### src/rtl/lcd_bus_sequencer.sv
// Owns the HD44780 write bus: arbitrates init vs. application requesters and
// turns each accepted byte into a timed RS/data setup, E pulse, hold and execution wait.
module lcd_bus_sequencer #(
  parameter int unsigned T_SETUP     = 4,
  parameter int unsigned T_E_HIGH    = 12,
  parameter int unsigned T_HOLD      = 2,
  parameter int unsigned T_EXEC      = 2000,
  parameter int unsigned T_EXEC_LONG = 76000,
  parameter int unsigned CNT_W       = 17
) (
  input  logic       clk,
  input  logic       rst_n,
  input  logic       init_done,
  input  logic       init_req,
  input  logic       init_rs,
  input  logic [7:0] init_data,
  output logic       init_ack,
  input  logic       app_req,
  input  logic       app_rs,
  input  logic [7:0] app_data,
  output logic       app_ack,
  output logic       lcd_rs,
  output logic       lcd_rw,
  output logic       lcd_e,
  output logic [7:0] lcd_data,
  output logic       grant,
  output logic       busy
);

  typedef enum logic [2:0] {
    S_IDLE,
    S_SETUP,
    S_E_HIGH,
    S_HOLD,
    S_EXEC
  } state_t;

  state_t           state;
  logic [CNT_W-1:0] cnt;

  // Owner is decided from init_done at the moment a byte is accepted.
  logic       sel_req_c;
  logic       sel_rs_c;
  logic [7:0] sel_data_c;
  logic       long_exec_c;
  logic       last_c;

  assign sel_req_c   = init_done ? app_req  : init_req;
  assign sel_rs_c    = init_done ? app_rs   : init_rs;
  assign sel_data_c  = init_done ? app_data : init_data;
  // Clear display / return home need the long execution wait.
  assign long_exec_c = !lcd_rs && (lcd_data[7:2] == 6'd0) && (lcd_data[1:0] != 2'd0);
  assign last_c      = (cnt == CNT_W'(1));

  assign lcd_rw = 1'b0;

  always_ff @(posedge clk or negedge rst_n) begin
    if (!rst_n) begin
      state    <= S_IDLE;
      cnt      <= '0;
      grant    <= 1'b0;
      busy     <= 1'b0;
      init_ack <= 1'b0;
      app_ack  <= 1'b0;
      lcd_e    <= 1'b0;
      lcd_rs   <= 1'b0;
      lcd_data <= 8'h00;
    end else begin
      init_ack <= 1'b0;
      app_ack  <= 1'b0;
      case (state)
        S_IDLE: begin
          grant <= init_done;
          if (sel_req_c) begin
            state    <= S_SETUP;
            cnt      <= CNT_W'(T_SETUP);
            busy     <= 1'b1;
            lcd_rs   <= sel_rs_c;
            lcd_data <= sel_data_c;
            init_ack <= !init_done;
            app_ack  <= init_done;
          end
        end
        S_SETUP: begin
          if (last_c) begin
            state <= S_E_HIGH;
            cnt   <= CNT_W'(T_E_HIGH);
            lcd_e <= 1'b1;
          end else begin
            cnt <= cnt - CNT_W'(1);
          end
        end
        S_E_HIGH: begin
          if (last_c) begin
            state <= S_HOLD;
            cnt   <= CNT_W'(T_HOLD);
            lcd_e <= 1'b0;
          end else begin
            cnt <= cnt - CNT_W'(1);
          end
        end
        S_HOLD: begin
          if (last_c) begin
            state <= S_EXEC;
            cnt   <= long_exec_c ? CNT_W'(T_EXEC_LONG) : CNT_W'(T_EXEC);
          end else begin
            cnt <= cnt - CNT_W'(1);
          end
        end
        S_EXEC: begin
          if (last_c) begin
            state <= S_IDLE;
            cnt   <= '0;
            busy  <= 1'b0;
          end else begin
            cnt <= cnt - CNT_W'(1);
          end
        end
        default: begin
          state <= S_IDLE;
          cnt   <= '0;
          busy  <= 1'b0;
          lcd_e <= 1'b0;
        end
      endcase
    end
  end

endmodule

### config.mk
export PLATFORM = sky130hd
export DESIGN_NAME = lcd_bus_sequencer
export DESIGN_NICKNAME = d
export VERILOG_FILES = /design/src/rtl/lcd_bus_sequencer.sv
export SDC_FILE = /design/constraint.sdc
export NUM_CORES = 1
export LEC_CHECK = 0
export ABC_AREA = 1
export ABC_CLOCK_PERIOD_IN_PS = 1810
export CAP_MARGIN = 40
export CORE_ASPECT_RATIO = 0.7
export CORE_MARGIN = 10
export CORE_UTILIZATION = 23
export DETAILED_ROUTE_END_ITERATION = 6
export HOLD_SLACK_MARGIN = 0.05
export PLACE_DENSITY = 0.48
export SYNTH_ARGS = -nofsm -noshare
export SYNTH_HDL_FRONTEND = slang
export SYNTH_SLANG_ARGS = --single-unit
export TNS_END_PERCENT = 100
### constraint.sdc
create_clock -name clk -period 1.81 [get_ports clk]
set_input_delay 0.362 -clock clk [delete_from_list [all_inputs] [get_ports clk]]
set_output_delay 0.362 -clock clk [all_outputs]
set_load 0.02 [all_outputs]
# Yosys cells after proc, flatten, opt, wreduce, memory -nomap -nowiden
# Cells that the tools add are included.
[word_totals]
ff_bits = 34
in_bits = 23
word_cells = 60
output_inout_bits = 15
[op_classes]
add_sub_neg = 1
eq_ne = 10
n_mux = 25
reduce_logical = 13
n_bitwise = 2
[op_table]
columns = ["op", "n"]
rows = [
  ["17-bit 2-to-1 mux", 6],
  ["17-bit case mux with 5 select lines", 1],
  ["17-bit by 1-bit equality test with 1-bit output (second input constant)", 1],
  ["17-bit by 1-bit subtractor with 17-bit output (second input constant)", 1],
  ["3-bit 2-to-1 mux", 5],
  ["3-bit case mux with 5 select lines", 1],
  ["2-bit inequality test (second input constant)", 5],
  ["1-bit 2-to-1 mux", 9],
  ["8-bit 2-to-1 mux", 1],
  ["3-bit by 2-bit equality test with 1-bit output (second input constant)", 2],
  ["6-bit zero test", 1],
  ["1-bit case mux with 3 select lines", 2],
  ["3-bit AND reduction", 2],
  ["3-bit OR reduction", 2],
  ["5-bit AND reduction", 1],
  ["3-bit by 1-bit equality test with 1-bit output (second input constant)", 1],
  ["3-bit equality test (second input constant)", 1],
  ["3-bit zero test", 1],
  ["1-bit logical AND", 2],
  ["1-bit zero test", 2],
  ["1-bit NOT", 2],
  ["2-bit AND reduction", 1],
  ["2-bit nonzero test", 1],
]

# Depth between registers and ports, before layout
# Gate-level depths: netlist (run 1).
[logic_depth]
ltp_word = 6
depth_mapped = 13
ltp_nobuf = 13

# Least setup slack after synthesis (run 1)
# Ideal clock, no wire load.
[synth_timing]
path_kind = "reg2reg"
start = "reg cnt[1]"
end = "reg cnt[6]"
t_arrival_ns = 1.276
path_slack_ns = 0.414
synth_period_minus_slack_ns = 1.396
required_ns = 1.689
n_path_buf = 1
setup_ns = 0.121
path_stages_with_launch = 13
cell_sequence = "dfrtp_1 -> inv_1 -> ha_1 -> inv_1 -> nor2_1 -> nand2_1 -> nor2_2 -> nand2_2 -> buf_6 -> nand2_2 -> nand3_2 -> nand2_1 -> o21ai_1"
[synth_via]
elab_chain_len = 3
word_cells_on_any_way = 7
classes_between = "1 x add/sub; 1 x eq/ne; 5 x mux"
[synth_rtl]
columns = ["element", "line_no", "text"]
rows = [
  ["from (decl)", "39", "logic [CNT_W-1:0] cnt;"],
  ["from (signal assigned)", "76", "cnt <= CNT_W'(T_SETUP);"],
  ["from (signal assigned)", "87", "cnt <= CNT_W'(T_E_HIGH);"],
  ["from (signal assigned)", "90", "cnt <= cnt - CNT_W'(1);"],
  ["17-bit by 1-bit subtractor with 17-bit output or 17-bit by 1-bit equality test with 1-bit output (tied branches)", "--", ""],
  ["17-bit 2-to-1 mux (on tied branches)", "--", ""],
  ["17-bit case mux with 5 select lines *", "71", "case (state)"],
]
# Every way passes the cells marked *; elsewhere a longest branch is shown, timed or not.
# A chain may end at the register's enable or synchronous reset.

# Worst setup path in the final report (run 1)
[layout_timing]
start = "reg lcd_data[3]"
end = "out lcd_data[3]"
[layout_lines]
columns = ["element", "line_no", "text"]
rows = [
  ["from (decl)", "25", "output logic [7:0] lcd_data,"],
  ["from (signal assigned)", "79", "lcd_data <= sel_data_c;"],
]
# No word-level cell between the ends.

==> impl_metrics.csv, run 1 <==
group,metric,value,unit
critical_path,cp-end-kind,"primary output",
layout,final_cells,453,
place,gp_congestion,0.8385,
critical_path,worst-r2r-setup-slack,0.16,ns
critical_path,critPathBufInv,1,
clock_network,clock_sinks,34,
clock_network,clk_latency,0.28,ns
layout,post-route-util,31.89,%
grt,grt_max_degree,35,
routing,wl_per_cell,12.13,um
clock_network,cts_hold_buf,0,
floorplan,die_h,98.74,um
synth,synth_cells,285,
clock_network,numCtsBuffers,5,
min_path,hp-class,"input pin to asynchronous set/reset pin",
critical_path,path_max_fanout,4,
grt,grt_use_total,8.508,%
place,dpl.cell_count,445,
synth,synth_ff_type,"dfrtp_1",
critical_path,critPathKind,"flop to primary output",
floorplan,initial_utilization,23.83,%
synth,avgSynthCellArea,7.147,sq um
routing,drcViolationCount,0,
layout,layout.cells.most_common,"nand2_1",
routing,drt_wl_total,5493,um
routing,drtAntennaViolNets,0,
critical_path,cp.required,1.45,ns
synth,synth_nets,310,
clock_network,clkTransAtPathRegs,0.06,ns
sta,finalSetupViolCount,0,
place,io_buffers,36,
sta,drv_slew,0,
synth,yosysUniqueCellTypes,28,
routing,drt_iter0_markers,99,
power,power,4.745,mW
layout,area_delta_synth_final,33.84,%
place,pre_cts_ws,0.01329,ns
synth,synth_area_leaders,"dfrtp_1 (42%), nand2_1 (17%), inv_1 (5.5%)",
grt,overflow,0,
sta,clock.fmax,601.5,MHz
routing,dr.pass1.iters,4,
floorplan,rows,28,
critical_path,worst_setup_path_start_kind,"flop",
floorplan,fp.coreArea,0.008548,sq mm
sta,rsz0062_at_grt,"no",
sta,whs,0.1152,ns
grt,grt_pass1_wl,9204,um
critical_path,cp.arrival,1.30,ns
sta,min_period,1.663,ns
critical_path,crit_chain,"clkdlybuf4s50_1",
layout,nNetsFinal,357,
synth,yosysTopAreaCell,"dfrtp_1",
power,powerDensity,1740,mW/mm^2
status,outcome,"finished clean",
critical_path,cp_slowest_cell,"clkdlybuf4s50_1",
synth,yosysTopAreaCellShare,41.77,%
power,power_leakage,1.328,nW
layout,final-seq-area,850.8,sq um
power,ir_drop,0.0005912,V
clock_network,cts_tree,"built",
critical_path,critical_path.top_delay_family,"buffers and inverters",
sta,fin_skew,0.009033,ns
sta,tns,0,ns
synth,syn_area,0.002037,sq mm
layout,drive_gt1_share,15.02,%
grt,antenna_found_initial,0,
sta,hold_viol,0,
synth,async_flop_share,100.0,%
layout,fillers,945,
job,maxCapViolCount,0,
critical_path,critical_path.max_stage_delay,0.63,ns
routing,viasPerCell,4.075,
routing,vias,1846,
synth,ys_ff_latch,34,
floorplan,die_x,132.5,um
layout,fin_area,0.002726,sq mm
synth,seq_area_frac_synth,41.77,%
layout,layout_common_cells,"nand2_1 (94), clkdlybuf4s50_1 (35), dfrtp_1 (34), inv_1 (30), nor2_1 (24)",
synth,ys.warnings.count,0,
sta,period_share,91.85,%
synth,synth-edff-count,0,
layout,n_antenna_cell,0,
floorplan,dieArea,0.01308,sq mm
sta,timing.final.ws_setup,0.1475,ns
grt,grt_pass1_vias,1751,
place,dp_hpwl,4299,um
layout,multiInputGateArea,0.001002,sq mm
clock_network,htreeDepth,2,
clock_network,clockBufferDepth,2,
floorplan,io_pins,38,
place,place_area,0.002575,sq mm
clock_network,root_buffer,"clkbuf_16",
## final cells by class
type	instances	share of cell area [%]
clock inverters	3	0.7802
well taps	120	5.507
clock buffers	5	4.589
repair buffers	46	15.79
multi-input cells	206	36.76
inverters	39	5.369
flip-flops and latches	34	31.21
## timing repair
action | in CTS | in global routing
setup endpoints to repair | 0 | 6
buffers inserted | 0 | 0
resized for setup | 0 | 1
## path summary, 6_finish.rpt
kind	start	end	cells past startpoint
min in group clk	grant	grant	2
setup reg to reg	cnt[1]	cnt[14]	10
hold / removal	rst_n	cnt[12]	2
setup / recovery	lcd_data[3]	lcd_data[3]	1
hold reg to reg	grant	grant	2
max in group asynchronous	rst_n	cnt[8]	2
## metal layers
metal	global-route usage, %	vias up	share of wire (%)
li1	-	985	-
met1	12.18	836	56
met5	0	-	0
met4	2.445	0	1.0
met2	12.24	21	39
met3	2.130	4	3.3
## sequential cells by signal, summed over array words and instances (netlist names)
register and count:
cnt 17, grant 1, lcd_data 8, lcd_e 1, app_ack 1, busy 1, lcd_rs 1, state 3
init_ack 1
## cell families (layout without fill, tap and decap cells)
kind of cell | Yosys count | in the layout | share of synthesized area (%)
compound gates | 38 | 38 | 10.57
buf+inv | 45 | 93 | 9.275
other cells | 1 | 1 | 0.1841
flops | 34 | 34 | 41.77
xor+xnor | 8 | 8 | 3.440
fa+ha+maj | 2 | 2 | 1.228
simple gates | 157 | 157 | 33.54
## synthesized netlist by cell type (all sizes together), types with 4 or more instances
library cell  number
nand2            103
o211ai             5
dfrtp             34
buf                4
nand3             17
o21ai             28
inv               39
nor2              33
xor2               6
## power breakdown
group,switching (mW),internal [mW],leakage [nW]
sequential,0.279,1.07,0.439
clock,0.342,0.509,0.0698
combinational,1.57,0.975,0.820
No activity file was read; power rests on OpenSTA's default activity.
==> run 2, diff against run 1 <==
--- a/config.mk
+++ b/config.mk
@@ -8,7 +8,6 @@
 export ABC_AREA = 1
 export ABC_CLOCK_PERIOD_IN_PS = 1810
 export CAP_MARGIN = 40
-export CORE_ASPECT_RATIO = 0.7
 export CORE_MARGIN = 10
 export CORE_UTILIZATION = 23
 export DETAILED_ROUTE_END_ITERATION = 6
==> run 2 against run 1 <==
Non-clock buffer count fell by 2. Sequential cell count did not move. Clock skew fell by 0.0037 ns. Final area fell by 2.5%. Sequential power barely moved. Die area fell by 0.45%. Via count rose by 0.60%. Hold slack got worse by 0.0088 ns. Register-to-register slack got worse by 0.02 ns. Clock power fell by 31%. Maximum frequency fell by 0.99%. Total power fell by 5.6%.
==> impl_metrics.csv, run 2 (synthesis gave the netlist of run 1 again) <==
group,metric,value,unit
layout,largest_reg_flops,17,
routing,wl_per_cell,11.97,um
min_path,hp-class,"input pin to asynchronous set/reset pin",
routing,drcViolationCount,0,
place,dpl.cell_count,431,
critical_path,crit_chain,"clkdlybuf4s50_1",
floorplan,die_x,114.1,um
layout,nNetsFinal,355,
status,outcome,"finished clean",
clock_network,clk_latency,0.28,ns
layout,area_delta_synth_final,30.53,%
sta,drv_slew,0,
grt,overflow,0,
sta,period_share,92.77,%
critical_path,worst_setup_path_start_kind,"flop",
place,io_buffers,36,
clock_network,htreeDepth,2,
grt,antenna_found_initial,0,
sta,finalSetupViolCount,0,
clock_network,clockBufferDepth,2,
layout,final_cells,439,
power,power.switching,2.112,mW
clock_network,root_buffer,"clkbuf_8",
layout,n_antenna_cell,0,
critical_path,cp_slowest_cell,"clkdlybuf4s50_1",
critical_path,cp-startpoint,"lcd_data[2]",
floorplan,die_h,114.1,um
place,dp_hpwl,4073,um
floorplan,initial_utilization,23.47,%
routing,vias,1857,
sta,hold_viol,0,
sta,clock.fmax,595.5,MHz
clock_network,clock_sinks,34,
routing,drt_iter0_markers,63,
critical_path,path_max_fanout,3,
job,maxCapViolCount,0,
power,intPower,2.366,mW
critical_path,timing.rr.start,"cnt[1]",
floorplan,dieArea,0.01302,sq mm
layout,drive_gt1_share,14.20,%
critical_path,critical_path.top_delay_family,"buffers and inverters",
grt,grt_pass1_vias,1883,
sta,fin_skew,0.005332,ns
critical_path,critPathBufInv,1,
layout,regMostFlops,"cnt",
floorplan,io_pins,38,
clock_network,cts_hold_buf,0,
sta,min_period,1.679,ns
sta,whs,0.1064,ns
floorplan,fp.coreArea,0.008678,sq mm
layout,layout.cells.most_common,"nand2_1",
power,power.share.clock,13.2,%
critical_path,cp.required,1.45,ns
routing,drt_wl_total,5256,um
floorplan,rows,34,
clock_network,numCtsBuffers,5,
routing,dr.pass1.iters,4,
power,power_leakage,1.303,nW
layout,post-route-util,30.64,%
grt,grt_max_degree,35,
layout,top_regs,"cnt x17, lcd_data x8, state x3",
critical_path,critical_path.max_stage_delay,0.64,ns
power,switching_share,47.16,%
power,share_comb_of_total_power,56.9,%
critical_path,critPathKind,"flop to primary output",
power,seqPwrFrac,29.9,%
clock_network,cts_tree,"built",
grt,grt_pass1_wl,8852,um
layout,layout_common_cells,"nand2_1 (94), clkdlybuf4s50_1 (35), dfrtp_1 (34), inv_1 (30), nor2_1 (24)",
routing,drtAntennaViolNets,0,
place,gp_congestion,0.8016,
critical_path,cp-end-kind,"primary output",
critical_path,cp.arrival,1.32,ns
routing,viasPerCell,4.230,
power,powerDensity,1684,mW/mm^2
grt,grt_use_total,8.324,%
power,ir_drop,0.0006101,V
clock_network,clkTransAtPathRegs,0.07,ns
run 2: cell count changes in the layout (fill, tap and decap cells not counted), sizes merged:
cell / change
clkinvlp: -1
buf: -2
clkinv: -1
clkbuf: +2
run 2: power groups by stage:
stage               clock (mW)  sequential [mW]  combinational (mW)
floorplan                    0             1.47                1.59
global route             0.654             1.39                2.92
global placement             0             1.35                2.55
detailed placement           0             1.35                2.55
finish                   0.591             1.34                2.55
CTS                      0.620             1.35                2.56
run 2: path summary, 6_finish.rpt:
kind	slack [ns]	to	depth (start not counted)
max in group asynchronous	1.37	lcd_data[6]	2
min in group clk	0.47	grant	2
min	0.11	cnt[12]	2
min reg2reg	0.47	grant	2
max reg2reg	0.14	cnt[2]	13
max	0.13	lcd_data[2]	1
run 2: layout make-up:
class / count / area (sq um)
clock buffer: 7 / 86.33
clock inverter: 1 / 5.005
fill: 957 / 6020
inverter: 39 / 146.4
multi-input combinational: 206 / 1007
sequential: 34 / 850.8
tap: 108 / 135.1
timing repair buffer: 44 / 427.9
run 2: worst register-to-register path, cell delays in order (launching register included):
cell and delay (ns):
dfrtp_1 0.38, inv_1 0.10, ha_1 0.15, inv_1 0.03
nor2_1 0.08, nand2_1 0.08, nor2_2 0.14, nand2_4 0.14
nand2_2 0.17, nand2_1 0.08, nand2_1 0.06, nand2_1 0.05
nand2_1 0.06, nand2_1 0.05
run 2: per-stage QoR:
| stage | TNS (ns) | area [sq um] | power (mW) | setup WS [ns] |
|---|---|---|---|---|
| after floorplan | 0 | 2037 | 3.057 | 0.4135 |
| after global placement | 0 | 2557 | 3.904 | 0.08453 |
| after detailed placement | 0 | 2557 | 3.901 | 0.02927 |
| after CTS | 0 | 2649 | 4.530 | 0.09445 |
| after global routing | -0.001189 | 2659 | 4.965 | -0.001189 |
| final | 0 | 2659 | 4.479 | 0.1308 |
run 2: per-layer routing:
layer,part of all wire [%],vias up,global-route usage (%)
li1,-,983,-
met1,47,823,9.819
met3,8.1,5,4.088
met2,45,46,13.36
met4,0.57,0,1.754
met5,0,-,0
run 2: what timing repair did:
item	CTS	global route
setup endpoints to repair	0	11
gates resized for setup	0	2
setup buffers	0	0
==> run 3, diff against run 2 <==
--- a/config.mk
+++ b/config.mk
@@ -9,10 +9,10 @@
 export ABC_CLOCK_PERIOD_IN_PS = 1810
 export CAP_MARGIN = 40
 export CORE_MARGIN = 10
-export CORE_UTILIZATION = 23
+export CORE_UTILIZATION = 52
 export DETAILED_ROUTE_END_ITERATION = 6
 export HOLD_SLACK_MARGIN = 0.05
-export PLACE_DENSITY = 0.48
+export PLACE_DENSITY = 0.86
 export SYNTH_ARGS = -nofsm -noshare
 export SYNTH_HDL_FRONTEND = slang
 export SYNTH_SLANG_ARGS = --single-unit
==> run 3 against run 2 <==
Clock power fell by 0.7%. Largest cell class unchanged. Critical endpoint is now lcd_data[3]. Core utilization rose by 38 points. Routed wire length fell by 4.9%. Critical path type unchanged.
==> impl_metrics.csv, run 3 (synthesis gave the netlist of run 1 again) <==
group,metric,value,unit
clock_network,clock_sinks,34,
routing,drt_wl_total,5000,um
critical_path,crit_end,"lcd_data[3]",
critical_path,path_max_fanout,4,
layout,final-seq-area,850.8,sq um
power,power.switching,2.112,mW
critical_path,critical_path.max_stage_delay,0.63,ns
critical_path,worst_setup_path_start_kind,"flop",
clock_network,root_buffer,"clkbuf_8",
layout,n_antenna_cell,0,
clock_network,cts_hold_buf,0,
clock_network,htreeDepth,2,
sta,drv_slew,0,
grt,grt_use_total,16.13,%
layout,fillers,316,
power,switching_share,47.57,%
layout,area_delta_synth_final,25.00,%
grt,grt_pass1_vias,1886,
sta,min_period,1.692,ns
routing,drcViolationCount,0,
power,powerDensity,1744,mW/mm^2
critical_path,timing.rr.start,"cnt[1]",
place,gp_congestion,0.8836,
layout,drive_gt1_share,12.84,%
layout,top_regs,"cnt x17, lcd_data x8, state x3",
sta,clock.fmax,591.2,MHz
power,power_leakage,1.280,nW
critical_path,worst-r2r-setup-slack,0.20,ns
routing,vias,1904,
clock_network,clockBufferDepth,2,
layout,fin_area,0.002546,sq mm
critical_path,critical_path.top_delay_family,"buffers and inverters",
floorplan,rows,22,
sta,fin_skew,0.01349,ns
sta,hold_viol,0,
layout,layout_common_cells,"nand2_1 (94), clkdlybuf4s50_1 (36), dfrtp_1 (34), inv_1 (30), nor2_1 (24)",
floorplan,fp.coreArea,0.003716,sq mm
routing,wl_per_cell,13.33,um
routing,drtAntennaViolNets,0,
status,outcome,"finished clean",
power,ir_drop,0.0009467,V
floorplan,die_x,82.59,um
grt,antenna_found_initial,0,
power,seqPwrFrac,30.2,%
critical_path,critPathBufInv,1,
routing,dr.pass1.iters,5,
routing,drt_iter0_markers,132,
clock_network,clk_latency,0.29,ns
sta,rsz0062_at_grt,"no",
layout,multiInputGateArea,0.001007,sq mm
clock_network,cts_tree,"built",
critical_path,ff2ff_path_depth,12,
sta,whs,0.4696,ns
floorplan,die_h,82.59,um
grt,grt_max_degree,35,
critical_path,cp.required,1.45,ns
power,share_comb_of_total_power,56.6,%
critical_path,cp-end-kind,"primary output",
sta,finalSetupViolCount,0,
layout,layout.cells.most_common,"nand2_1",
place,dp_hpwl,3686,um
floorplan,initial_utilization,54.81,%
place,place_area,0.002445,sq mm
power,intPower,2.328,mW
layout,nNetsFinal,351,
layout,regMostFlops,"cnt",
grt,overflow,0,
clock_network,numCtsBuffers,5,
critical_path,critPathKind,"flop to primary output",
sta,tns,0,ns
clock_network,clkTransAtPathRegs,0.08,ns
floorplan,io_pins,38,
critical_path,cp-startpoint,"lcd_data[3]",
grt,grt_pass1_wl,8597,um
power,power.share.clock,13.2,%
critical_path,r2r_end,"cnt[10]",
place,dpl.cell_count,367,
min_path,hp-class,"input pin to asynchronous set/reset pin",
routing,viasPerCell,5.077,
critical_path,cp.arrival,1.33,ns
critical_path,cp_slowest_cell,"clkdlybuf4s50_1",
layout,largest_reg_flops,17,
sta,period_share,93.45,%
critical_path,crit_cells,1,
job,maxCapViolCount,0,
layout,final_cells,375,
place,io_buffers,36,
floorplan,dieArea,0.006820,sq mm
power,power,4.440,mW
critical_path,crit_chain,"clkdlybuf4s50_1",
run 3: layout make-up:
cell class | count | share of cell area, %
Clock inverter | 1 | 0.1966
Multi-Input combinational cell | 206 | 39.56
Inverter | 39 | 5.749
Clock buffer | 7 | 3.391
Timing Repair Buffer | 40 | 15.33
Tap cell | 48 | 2.359
Sequential cell | 34 | 33.42
run 3: how the worst min path moves through the flow:
| stage | to | from | slack (ns) | depth (start not counted) |
|---|---|---|---|---|
| floorplan | app_ack | rst_n | 0.07 | 0 |
| global placement | grant | grant | 0.46 | 2 |
| detailed placement | busy | busy | 0.47 | 2 |
| CTS | cnt[15] | rst_n | 0.49 | 2 |
| global route | cnt[14] | rst_n | 0.54 | 2 |
| finish | cnt[9] | rst_n | 0.47 | 2 |
run 3: power groups by stage:
| stage | Clock (mW) | Combinational, mW | Sequential, mW |
|---|---|---|---|
| 2_1_floorplan | 0 | 1.59 | 1.47 |
| 3_3_place_gp | 0 | 2.39 | 1.35 |
| 3_5_place_dp | 0 | 2.45 | 1.35 |
| 4_1_cts | 0.592 | 2.49 | 1.34 |
| 5_1_grt | 0.630 | 2.86 | 1.39 |
| 6_report | 0.587 | 2.51 | 1.34 |
run 3: timing repair:
action,CTS,global route
endpoints found under the hold margin,0,0
endpoints found under the setup margin,0,2
gates resized for setup,0,2
buffers inserted,0,0
run 3: stage by stage:
stage          setup WS (ns)  utilization, %
2_1_floorplan         0.4135               -
3_3_place_gp         0.09114           65.79
3_5_place_dp         0.02079           65.79
4_1_cts               0.1127           68.25
5_1_grt              0.04071           68.52
6_report              0.1185           68.52
run 3: per-layer routing:
layer	share of wire (%)	track usage, %	vias to the layer above	wire length (um)
met1	42	17.95	873	2089
met2	48	26.83	53	2424
met5	0	0	-	0
met4	1.5	5.518	0	73
met3	8.3	7.343	8	413
li1	-	-	970	-
